===== src/rtl/demux1_4_s2p.sv =====
// demux1_4_s2p: 1-to-4 serial-to-parallel demux with valid/ready on both sides.
// Define DEMUX_PARITY_EN to add a fifth, even-parity beat per word.
module demux1_4_s2p #(
  parameter int MSB_FIRST = 0
) (
  input  logic       clk,
  input  logic       rst_n,
  input  logic       clr_in,
  input  logic       data_in,
  input  logic       valid_in,
  output logic       ready_out,
  output logic [3:0] data_out,
  output logic       valid_out,
  input  logic       ready_in,
  output logic [1:0] sel_out,
  output logic       parity_err
);

`ifdef DEMUX_PARITY_EN
  typedef enum logic {COLLECT, PARITY} state_t;
`else
  typedef enum logic {COLLECT} state_t;
`endif

  state_t     state_q, state_d;
  logic [1:0] sel_q, sel_d;
  logic [3:0] shreg_q, shreg_d;
  logic [3:0] dout_q, dout_d;
  logic       vout_q, vout_d;
  logic [1:0] lane;
  logic [3:0] merged;
  logic       last;
  logic       take;
  logic       beat;
`ifdef DEMUX_PARITY_EN
  logic       perr_q, perr_d;
`endif

  // State register: FSM state, lane counter, assembly and output word
  always_ff @(posedge clk or negedge rst_n) begin
    if (!rst_n) begin
      state_q <= COLLECT;
      sel_q   <= 2'd0;
      shreg_q <= 4'd0;
      dout_q  <= 4'd0;
      vout_q  <= 1'b0;
`ifdef DEMUX_PARITY_EN
      perr_q  <= 1'b0;
`endif
    end else begin
      state_q <= state_d;
      sel_q   <= sel_d;
      shreg_q <= shreg_d;
      dout_q  <= dout_d;
      vout_q  <= vout_d;
`ifdef DEMUX_PARITY_EN
      perr_q  <= perr_d;
`endif
    end
  end

  // Next-state, handshake and word assembly
  always_comb begin
    state_d = state_q;
    sel_d   = sel_q;
    shreg_d = shreg_q;
    dout_d  = dout_q;
    vout_d  = vout_q;
`ifdef DEMUX_PARITY_EN
    perr_d  = perr_q;
    last    = (state_q == PARITY);
`else
    last    = (sel_q == 2'd3);
`endif
    lane = (MSB_FIRST != 0) ? (2'd3 - sel_q) : sel_q;
    merged = shreg_q;
    merged[lane] = data_in;
    // Stall only the completing beat, and only if the held word is stuck
    ready_out = !clr_in && !(last && vout_q && !ready_in);
    take = vout_q && ready_in;
    beat = valid_in && ready_out;
    if (take) vout_d = 1'b0;
    if (clr_in) begin
      sel_d   = 2'd0;
      shreg_d = 4'd0;
      state_d = COLLECT;
    end else if (beat) begin
`ifdef DEMUX_PARITY_EN
      unique case (state_q)
        COLLECT: begin
          shreg_d = merged;
          sel_d   = sel_q + 2'd1;
          if (sel_q == 2'd3) state_d = PARITY;
        end
        PARITY: begin
          dout_d  = shreg_q;
          vout_d  = 1'b1;
          perr_d  = ^shreg_q ^ data_in;
          shreg_d = 4'd0;
          state_d = COLLECT;
        end
        default: state_d = COLLECT;
      endcase
`else
      if (last) begin
        dout_d  = merged;
        vout_d  = 1'b1;
        shreg_d = 4'd0;
        sel_d   = 2'd0;
      end else begin
        shreg_d = merged;
        sel_d   = sel_q + 2'd1;
      end
`endif
    end
  end

  assign data_out  = dout_q;
  assign valid_out = vout_q;
  assign sel_out   = sel_q;
`ifdef DEMUX_PARITY_EN
  assign parity_err = perr_q;
`else
  assign parity_err = 1'b0;
`endif

endmodule


===== config.mk =====
export PLATFORM = sky130hd
export DESIGN_NAME = demux1_4_s2p
export DESIGN_NICKNAME = d
export VERILOG_FILES = /design/src/rtl/demux1_4_s2p.sv
export SDC_FILE = /design/constraint.sdc
export NUM_CORES = 1
export LEC_CHECK = 0
export CORE_MARGIN = 4
export CORE_UTILIZATION = 34
export CTS_BUF_LIST = sky130_fd_sc_hd__clkbuf_8
export DETAILED_ROUTE_END_ITERATION = 8
export PLACE_DENSITY_LB_ADDON = 0.1
export SYNTH_ARGS = -nofsm -noshare
export SYNTH_HDL_FRONTEND = slang
export SYNTH_SLANG_ARGS = --single-unit
export TNS_END_PERCENT = 50

===== constraint.sdc =====
create_clock -name clk -period 1.4 [get_ports clk]
set_input_delay 0.14 -clock clk [delete_from_list [all_inputs] [get_ports clk]]
set_output_delay 0.14 -clock clk [all_outputs]
set_load 0.01 [all_outputs]

# Word level (Yosys, flattened, before mapping)
# Index checks and enable logic that the tools add are counted.
classes:
  n_addsub: 1
  n_mul: 0
  n_div: 0
  magnitude_cmp: 2
  eq_ne: 1
  shifts: 0
  n_mux: 13
  n_bitwise: 1
  reduce_logical: 11
ops:
  columns: ["op", "n"]
  rows:
  - ["4-bit two-way mux", 3]
  - ["1-bit logical AND", 6]
  - ["2-bit two-way mux", 3]
  - ["1-bit two-way mux", 5]
  - ["4-bit bitwise mux", 1]
  - ["1-bit zero test", 3]
  - ["2-bit by 3-bit < comparator with 1-bit output (second input constant)", 1]
  - ["3-bit AND reduction", 1]
  - ["2-bit by 1-bit adder with 2-bit output (second input constant)", 1]
  - ["1-bit demux with 2-bit select", 1]
  - ["2-bit == test (second input constant)", 1]
  - ["2-bit by 1-bit greater-or-equal comparator with 1-bit output (second input constant)", 1]
  - ["2-bit nonzero test", 1]
  - ["1-bit NOT", 1]
totals:
  regBits: 11
  latch_bits: 0
  ram_bits: 0
  mem_bits_ro: 0
  input_bits: 6
  out_inout_bits: 9
  elab_cells: 33
  n_memories: 0

# Longest topological paths before layout
# Gate-level depths: netlist of run 1.
depth:
  word_depth: 8
  ltp_mapped: 4
  mapped_depth_nobuf: 4

# Worst setup path after synthesis of run 1
# Ideal clock, no wire load.
synth_path:
  kind: "register to register"
  from: "reg sel_q[0], in the netlist sel_out[0]"
  to: "reg dout_q[3], in the netlist data_out[3]"
  setup_time_ns: 0.127
  t_arrival_ns: 1.286
  required_time_ns: 1.273
  path_slack_ns: -0.013
  path_stages_with_launch: 5
  path_buffers: 0
  period_less_slack_ns: 1.413
  path_cell_list: "dfrtp_1 ha_1 nand3b_2 nor2_2 mux2_1"
synth_via:
  elab_chain_len: 7
  elab_cells_between_ends: 13
  cone_classes: "order compare (2); eq/ne (1); mux (3); reduce/logical (7)"
synth_rtl:
  columns: ["item", "line_no", "rtl"]
  rows:
  - ["from (decl)", "26", "logic [1:0] sel_q, sel_d;"]
  - ["from (signal assigned)", "52", "sel_q <= sel_d;"]
  - ["parallel branches: the longest is 7 deep, another holds 2-bit by 3-bit < comparator with 1-bit output", null, null]
  - ["to (signal assigned)", "54", "dout_q <= dout_d;"]
  - ["to (decl)", "28", "logic [3:0] dout_q, dout_d;"]
# Parallel ways; which one is timed is not known.
# A chain may end at the register's enable or synchronous reset.

# Worst setup path in the final report of run 1
layout_path:
  from: "reg sel_q[0], in the netlist sel_out[0]"
  to: "reg shreg_q[2]"
layout_via:
  elab_chain_len: 8
  elab_cells_between_ends: 16
  cone_classes: "order compare (2); eq/ne (1); mux (6); reduce/logical (7)"
layout_rtl:
  columns: ["item", "line_no", "rtl"]
  rows:
  - ["2-bit by 3-bit < comparator with 1-bit output (implied by the code) or 2-bit by 1-bit greater-or-equal comparator with 1-bit output (tied branches)", "77", "merged[lane] = data_in;"]
  - ["1-bit logical AND (implied by the code)", "77", null]
  - ["1-bit two-way mux (implied by the code)", "77", null]
  - ["1-bit demux with 2-bit select", "77", null]
  - ["4-bit bitwise mux", "77", null]
  - ["4-bit two-way mux", "105", "if (last) begin"]
  - ["4-bit two-way mux", "87", "end else if (beat) begin"]
  - ["4-bit two-way mux", "83", "if (clr_in) begin"]
  - ["to (signal assigned)", "53", "shreg_q <= shreg_d;"]
  - ["to (decl)", "27", "logic [3:0] shreg_q, shreg_d;"]
# Several ways; a longest one is shown, not always the timed one. The select of a mux whose other input is x is not followed.

==> summary.txt, run 1 <==
Yosys
  • Post-synth EDFFs: 0
  • Syn Area/Cell: 11.7 um^2
  • Ys flop type: dfrtp_1
  • #FFs+latches synth: 10
  • Ys Warns: 0
  • Count leader, synth: dfrtp_1
  • Mapped Cells: between 40 and 50
  • Dominant cell type by area after synthesis: dfrtp_1
  • Distinct cell type count after synthesis: 20
  • Net Count, Synth: 59
  • Mapped Area: 576 um^2
  • Asr flop ratio synth: 1.00
  • Yosys top cell area share: 0.435
  • Sequential element share of the synthesized area: 0.435
  • Synth top area cells: dfrtp_1 (43%), ha_1 (8.7%), mux2i_1 (7.0%)
  • Synth top cells by count: dfrtp_1 (10), inv_1 (5), ha_1 (4), mux2i_1 (4)

Routing
  • DR iter-0 viols: 5
  • Total number of vias: 420
  • Drt total wl: 1090 um
  • DR pass1 iterations: 4
  • Met2 WL: 481 um
  • Top Layer Used: met3
  • Drt drc: 0
  • Vias per cell: 4.83
  • WL met3: 79 um
  • Routed len/inst: 12.6 um
  • Post-route ant nets: 0
  • Routed length on met1: between 500 and 600 um

Min path
  • Worst Hold Class: in2async

Clock network
  • Clock Sinks: 10
  • CTS H-tree depth: 1
  • Bufs on Longest Clock Path: 2
  • TritonCTS clock tree: built
  • CTS clock-pin slew for the worst setup and hold paths: 0.05 ns
  • Cts-stage hold buffer count: 0
  • Clk root buf: clkbuf_8
  • CTS buffer count: 3
  • Later-pin clock latency in the skew report: 0.24 ns

Timing
  • Tcrit/Tclk final: 0.945
  • RSZ-0062 raised after global routing: true
  • Fin. Hold Viols: 0
  • Final Critical Period: 1.32 ns
  • Final Skew: 0.00395 ns
  • Final worst slack: 0.0769 ns
  • Setup TNS: 0 ns
  • Final Setup Violations: 0
  • Achievable Freq: 0.756 GHz
  • Final Slew Violations: 0

Pwr
  • Maximum vdd drop: 860 uV
  • Power density over cell area: 1040 nW/um^2
  • Leakage: slightly above 0.4 nW

Status
  • Run status: complete, no violations

Critical path
  • Cells along the critical path: ha_2 -> buf_4 -> or3b_4 -> o32ai_1
  • Worst setup EP type: flip-flop
  • Maximum fanout along the worst path: 3
  • Worst EP required: 1.53 ns
  • Crit path kind: reg2reg
  • Crit path launch type: flip-flop
  • Delay of the slowest critical-path stage: 0.39 ns
  • Critical path arrival: approximately 1.5 ns
  • Crit-path slowest cell: or3b_4

Placement
  • DPL Wire Length: 860 um
  • Gpl congestion: 0.677
  • PortBufs: 13
  • Placement Setup Slack: -0.120 ns

Job
  • Max-cap violations: 0

Die
  • I/O Pins: 15
  • Height of the die: 49.1 um
  • Site row count: 14
  • Die width: 49.1 um
  • Core area: roughly 1600 um^2
  • Initial Util: 0.369
  • Die footprint: between 2000 and 2500 um^2

Layout
  • Fraction of layout cells with a size suffix above 1: 0.282
  • N_diodes: 0
  • Final net count: 82
  • Post-synthesis to final-layout area growth: 42.6%
  • Final Util: 0.526

Global route
  • Largest net degree at the start of global routing: 11
  • First-pass GRT wire length: 1870 um
  • GRT Total Usage: 0.101
  • Initial antenna violation count: 0
  • Congestion Overflow GR: 0
  • Number of global-route vias before repair: 413
==> path summary, 6_finish.rpt <==
path	from	end	slack, ns	depth (start not counted)
max	sel_out[0]$_DFFE_PN0P_	shreg_q[2]$_DFFE_PN0P_	0.08	4
min	rst_n	shreg_q[1]$_DFFE_PN0P_	0.23	1
max reg2reg	sel_out[0]$_DFFE_PN0P_	shreg_q[2]$_DFFE_PN0P_	0.08	4
min reg2reg	data_out[3]$_DFFE_PN0P_	data_out[3]$_DFFE_PN0P_	0.48	1
max in group asynchronous	rst_n	data_out[2]$_DFFE_PN0P_	0.84	1
min in group clk	data_out[3]$_DFFE_PN0P_	data_out[3]$_DFFE_PN0P_	0.48	1
==> cells by family after synthesis <==
group / count (synthesis) / synth area share
AOI/OAI and AO/OA: 11 / 0.152
DFF: 10 / 0.435
and+or+nand+nor: 9 / 0.120
buffers and inverters: 8 / 0.0848
muxes: 6 / 0.115
adders and majority gates: 4 / 0.0870
other: 1 / 0.00652
==> area by class of cell <==
cell class	count	area [um^2]
Clock buffer	4	55.1
Tap cell	16	20.0
Sequential cell	10	250
Multi-Input combinational cell	31	283
Fill cell	137	738
Timing Repair Buffer	21	194
Inverter	5	18.8
==> cells in the final DEF (no fill, tap or decap) <==
cell type and n:
a21oi_1 1, dlygate4sd2_1 1, clkdlybuf4s50_1 10, buf_4 8, mux2_4 1, inv_1 5
nor2_2 1, dlymetal6s2s_1 2, a21boi_4 1, clkbuf_8 4, o21ai_0 3, mux2i_2 1
ha_2 1, conb_1 1, nor2b_4 1, dfrtp_1 10, o31ai_1 3, mux2i_1 3
nand2b_1 3, mux2_1 1, or3b_4 1, nand3b_2 1, nor2_1 2, ha_1 3
o32ai_1 3
==> registers in the layout, summed over array words and instances, names as in the netlist <==
register,cells
data_out,4
shreg_q,3
sel_out,2
valid_out,1
==> report_power, final <==
part           leakage [nW]  switching [mW]  internal [mW]
registers             0.136          0.0105          0.314
clock network        0.0288           0.113          0.247
logic                 0.241          0.0740         0.0977
==> per-layer routing <==
layer / up-vias / track usage
met5: - / 0
met4: 0 / 0.0284
met3: 0 / 0.0428
met2: 14 / 0.150
met1: 193 / 0.131
li1: 213 / -
==> through the flow <==
stage / total power [mW] / hold slack (ns) / cells / instance area, um^2
2_1_floorplan: 0.414 / -0.156 / 49 / 578
3_3_place_gp: 0.503 / 0.470 / 83 / 758
3_5_place_dp: 0.505 / 0.476 / 83 / 758
6_report: 0.856 / 0.230 / 87 / 821
5_1_grt: 0.900 / 0.279 / 87 / 821
4_1_cts: 0.872 / 0.255 / 87 / 812
==> critical path, delay by kind of cell (launching register included) <==
kind	cells	cell delay, ns
AND/OR/NAND/NOR	1	0.39
buffers and inverters	1	0.15
flip-flops	1	0.37
AO/OA/AOI/OAI	1	0.13
adder cells (fa/ha/maj)	1	0.19
==> timing repair <==
action,CTS,global route
endpoints found under the setup margin,1,5
resized for setup,1,3
setup buffers,0,0
(Power assumes the default switching activity.)
==> run 2: changes to the inputs <==
- CTS_BUF_LIST: sky130_fd_sc_hd__clkbuf_8 -> sky130_fd_sc_hd__clkbuf_16
==> summary.txt, run 2 (same netlist as run 1, synthesis figures left out) <==
Status
  • Run status: complete, no violations

Global route
  • GRT Total Usage: 0.101
  • Congestion Overflow GR: 0
  • First-pass GRT wire length: 1880 um
  • Met2 track demand over resource: 0.150
  • Number of global-route vias before repair: 413
  • GR Util met3: 0.0459
  • Global Route met1 Usage: 0.131
  • Busiest grt layer: met2
  • Initial antenna violation count: 0
  • Largest net degree at the start of global routing: 11

Clock network
  • Clk root buf: clkbuf_16
  • Later-pin clock latency in the skew report: approximately 0.23 ns
  • Resized Gates After CTS: 1
  • Cts-stage hold buffer count: 0
  • Clock Sinks: 10
  • CTS H-tree depth: 1
  • CTS buffer count: 3
  • CTS clock-pin slew for the worst setup and hold paths: 0.04 ns
  • TritonCTS clock tree: built
  • Bufs on Longest Clock Path: 2
  • Post-CTS setup buffer count: 0

Routing
  • Vias per cell: 4.76
  • Post-route ant nets: 0
  • DR pass1 iterations: 4
  • Total number of vias: 414
  • Drt total wl: ~1100 um
  • Drt drc: 0
  • Routed len/inst: 12.5 um
  • DR iter-0 viols: 6

Pwr
  • Maximum vdd drop: around 1100 uV
  • Power density over cell area: 1180 nW/um^2
  • Leakage: 0.416 nW
  • Total Power: roughly 1 mW

Layout
  • Most frequent cells in the layout: dfrtp_1 (10), clkdlybuf4s50_1 (10), buf_4 (8), inv_1 (5)
  • Final Util: 0.542
  • Post-synthesis to final-layout area growth: 46.7%
  • Fraction of layout cells with a size suffix above 1: 0.268
  • N_diodes: 0
  • Post-route insts no fill: 87
  • Fill count: 129
  • Max reg flops: 4
  • Final net count: 82

Critical path
  • Worst setup EP type: flip-flop
  • Worst r2r src: sel_out[0]$_DFFE_PN0P_
  • Crit-path slowest cell: or3b_4
  • Cells along the critical path: ha_2 -> buf_4 -> or3b_4 -> o32ai_1
  • Crit path from: sel_out[0]$_DFFE_PN0P_
  • Delay of the slowest critical-path stage: 0.39 ns
  • Delay-heaviest family, CP: simple AND/OR/NAND/NOR gates
  • Worst EP required: 1.53 ns
  • Crit path kind: reg2reg
  • Crit path launch type: flip-flop
  • Critical path arrival: roughly 1.5 ns
  • Maximum fanout along the worst path: 3
  • Buffers & Inverters on Critical Path: 1

Placement
  • PortBufs: 13
  • Cell count after placement: 83
  • Gpl congestion: 0.677
  • DPL Wire Length: 860 um

Job
  • Max-cap violations: 0

Timing
  • Final Skew: between 0.002 and 0.003 ns
  • Fin. Hold Viols: 0
  • RSZ-0062 raised after global routing: true
  • Final Setup Violations: 0
  • Final Slew Violations: 0
  • Tcrit/Tclk final: 0.947
  • Achievable Freq: 0.754 GHz
  • Final Critical Period: between 1 and 1.5 ns

Die
  • Die footprint: ~2400 um^2
  • Core area: ~1600 um^2
  • Height of the die: a little under 50 um
  • Site row count: 14
  • Initial Util: 0.369
  • Die width: 49.1 um
  • I/O Pins: 15

Min path
  • Worst Hold Class: in2async
==> run 2: cell types whose count changed in the layout (fill, tap and decap cells not counted), sizes merged <==
| cell | delta |
|---|---|
| clkbuf | -1 |
| clkinv | +1 |
==> run 2: cell type report <==
class	instances	area [um^2]	share of cell area
Clock buffer	3	75.1	0.0889
Sequential cell	10	250	0.296
Multi-Input combinational cell	31	283	0.335
Timing Repair Buffer	21	194	0.230
Tap cell	16	20.0	0.0237
Clock inverter	1	3.75	0.00444
Inverter	5	18.8	0.0222
==> run 2: metrics by stage <==
step	TNS, ns	worst slack, ns	cell area, um^2	hold WS, ns
after floorplan	0	0.0236	578	-0.156
after global placement	-0.401	-0.132	758	0.470
after detailed placement	-0.458	-0.120	758	0.476
after CTS	0	0.0160	836	0.261
after global routing	-0.00601	-0.00452	845	0.286
final	0	0.0739	845	0.238
==> run 2: metal layers <==
layer / up-vias / share of wire
li1: 214 / -
met1: 188 / 0.48
met2: 12 / 0.44
met3: 0 / 0.075
met4: 0 / 0
met5: - / 0
==> run 2: power breakdown <==
| part | internal, mW | switching, mW |
|---|---|---|
| combinational | 0.0978 | 0.0742 |
| clock | 0.374 | 0.127 |
| sequential | 0.314 | 0.0105 |
| total | 0.786 | 0.212 |
==> run 2: path summary, 6_finish.rpt <==
path,end,slack [ns],cells after the start
max in group asynchronous,shreg_q[2]$_DFFE_PN0P_,0.83,1
worst min register to register,data_out[3]$_DFFE_PN0P_,0.48,1
worst min-delay path,shreg_q[1]$_DFFE_PN0P_,0.24,1
worst max register to register,shreg_q[1]$_DFFE_PN0P_,0.07,4
min in group clk,data_out[3]$_DFFE_PN0P_,0.48,1
worst max-delay path,shreg_q[1]$_DFFE_PN0P_,0.07,4
==> run 3: changes to the inputs <==
- CELL_PAD_IN_SITES_DETAIL_PLACEMENT: default -> 0
- CELL_PAD_IN_SITES_GLOBAL_PLACEMENT: default -> 1
- DONT_BUFFER_PORTS: default -> 1
==> summary.txt, run 3 (same netlist as run 1, synthesis figures left out) <==
Critical path
  • Worst r2r src: sel_out[0]$_DFFE_PN0P_
  • Delay of the slowest critical-path stage: between 0.4 and 0.5 ns
  • Worst EP required: roughly 1.5 ns
  • Worst setup EP type: flip-flop
  • Crit path from: sel_out[0]$_DFFE_PN0P_
  • Cells along the critical path: ha_4 -> a21boi_4 -> mux2_4
  • Crit-path slowest cell: dfrtp_1
  • Crit path kind: reg2reg
  • R2R Setup Slk: about 0.089 ns
  • Crit path launch type: flip-flop
  • Maximum fanout along the worst path: 5
  • Critical path arrival: 1.43 ns

Timing
  • Final Critical Period: roughly 1.3 ns
  • Fin. Hold Viols: 0
  • Achievable Freq: around 0.76 GHz
  • Final Slew Violations: 0
  • Final Setup Violations: 0
  • Final Skew: 0.00168 ns
  • Tcrit/Tclk final: 0.936
  • RSZ-0062 raised after global routing: false
  • Setup TNS: 0 ns

Die
  • Die footprint: 2420 um^2
  • Core area: 1560 um^2
  • Initial Util: 0.369
  • I/O Pins: 15
  • Site row count: 14
  • Die width: 49.1 um
  • Height of the die: 49.1 um

Clock network
  • TritonCTS clock tree: built
  • CTS clock-pin slew for the worst setup and hold paths: roughly 0.04 ns
  • Clk root buf: clkbuf_16
  • CTS H-tree depth: 1
  • Later-pin clock latency in the skew report: 0.24 ns
  • Post-CTS setup buffer count: 0
  • CTS buffer count: 3
  • Bufs on Longest Clock Path: 2
  • Clock Sinks: 10

Routing
  • Total number of vias: between 300 and 400
  • Drt drc: 0
  • Vias per cell: 5.07
  • Routed len/inst: 16.5 um
  • Post-route ant nets: 0
  • DR iter-0 viols: 6
  • Drt total wl: 1180 um
  • DR pass1 iterations: 3

Placement
  • Dpl cell area: 598 um^2
  • DPL Wire Length: 903 um
  • PortBufs: 0
  • Gpl congestion: roughly 0.76

Layout
  • Max reg flops: 4
  • Final net count: 66
  • Fraction of layout cells with a size suffix above 1: 0.255
  • Most frequent cells in the layout: dfrtp_1 (10), inv_1 (5), mux2i_1 (4), buf_4 (4)
  • N_diodes: 0
  • Design Area, Final: 697 um^2
  • Post-synthesis to final-layout area growth: 21.1%
  • Most common cell after layout, fill and taps aside: dfrtp_1

Pwr
  • Clock share of power: 0.537
  • Maximum vdd drop: 569 uV
  • Power density over cell area: 1370 nW/um^2
  • Leakage: around 0.32 nW
  • Net switching power: 0.214 mW
  • Power Internal: 0.738 mW
  • Seq pwr share: 0.360
  • Sw Ratio: 0.225
  • Logic gate share of total power: 0.104

Status
  • Run status: complete, no violations

Min path
  • Worst Hold Class: in2reg
  • Min-delay src: clr_in

Global route
  • Congestion Overflow GR: 0
  • Initial antenna violation count: 0
  • Largest net degree at the start of global routing: 11
  • Number of global-route vias before repair: 400
  • GRT Total Usage: 0.111
  • First-pass GRT wire length: roughly 2000 um

Job
  • Max-cap violations: 0
run 3: layout make-up:
| cell class | count | area [um^2] |
|---|---|---|
| Sequential cell | 10 | 250 |
| Inverter | 5 | 18.8 |
| Clock inverter | 1 | 3.75 |
| Clock buffer | 3 | 75.1 |
| Tap cell | 16 | 20.0 |
| Multi-Input combinational cell | 31 | 289 |
| Timing Repair Buffer | 5 | 40.0 |
| Fill cell | 141 | 862 |
run 3: path summary, 6_finish.rpt:
kind,endpoint,depth (start not counted)
hold / removal,shreg_q[0]$_DFFE_PN0P_,1
setup reg to reg,sel_out[0]$_DFFE_PN0P_,3
hold reg to reg,shreg_q[0]$_DFFE_PN0P_,2
setup / recovery,sel_out[0]$_DFFE_PN0P_,3
max in group asynchronous,shreg_q[2]$_DFFE_PN0P_,1
min in group asynchronous,data_out[2]$_DFFE_PN0P_,1
run 3: power by group through the flow:
stage / clock, mW / combinational, mW / sequential, mW
after floorplan: 0 / 0.0719 / 0.342
after global placement: 0 / 0.0880 / 0.342
after detailed placement: 0 / 0.0915 / 0.344
after CTS: 0.520 / 0.101 / 0.340
after global routing: 0.539 / 0.109 / 0.345
final: 0.511 / 0.0987 / 0.342
run 3: what timing repair did:
item,4_1_cts,5_1_grt
hold buffers,1,0
setup endpoints to repair,0,1
gates resized for setup,0,1
endpoints found under the hold margin,10,0
run 3: metrics by stage:
stage	worst slack, ns	power, mW	hold WS (ns)	utilization	cells
after global routing	0.0289	0.993	0.0154	0.447	71
after global placement	0.108	0.430	-0.155	0.384	66
after detailed placement	0.0699	0.436	-0.155	0.384	66
after floorplan	0.0236	0.414	-0.156	-	49
final	0.0892	0.952	0.0199	0.447	71
after CTS	0.0491	0.961	0.0176	0.441	71
run 3: critical path: cells and delay by family, from the launching register on:
kind,cells,cell delay [ns]
AO/OA/AOI/OAI,1,0.22
adder cells (fa/ha/maj),1,0.21
flip-flops,1,0.44
multiplexers,1,0.32
run 3: layer usage:
| layer | global-route usage | part of all wire | up-vias |
|---|---|---|---|
| met1 | 0.120 | 0.41 | 171 |
| met2 | 0.181 | 0.53 | 9 |
| met3 | 0.0428 | 0.058 | 0 |
| li1 | - | - | 180 |
| met4 | 0.0711 | 0 | 0 |
| met5 | 0 | 0 | - |
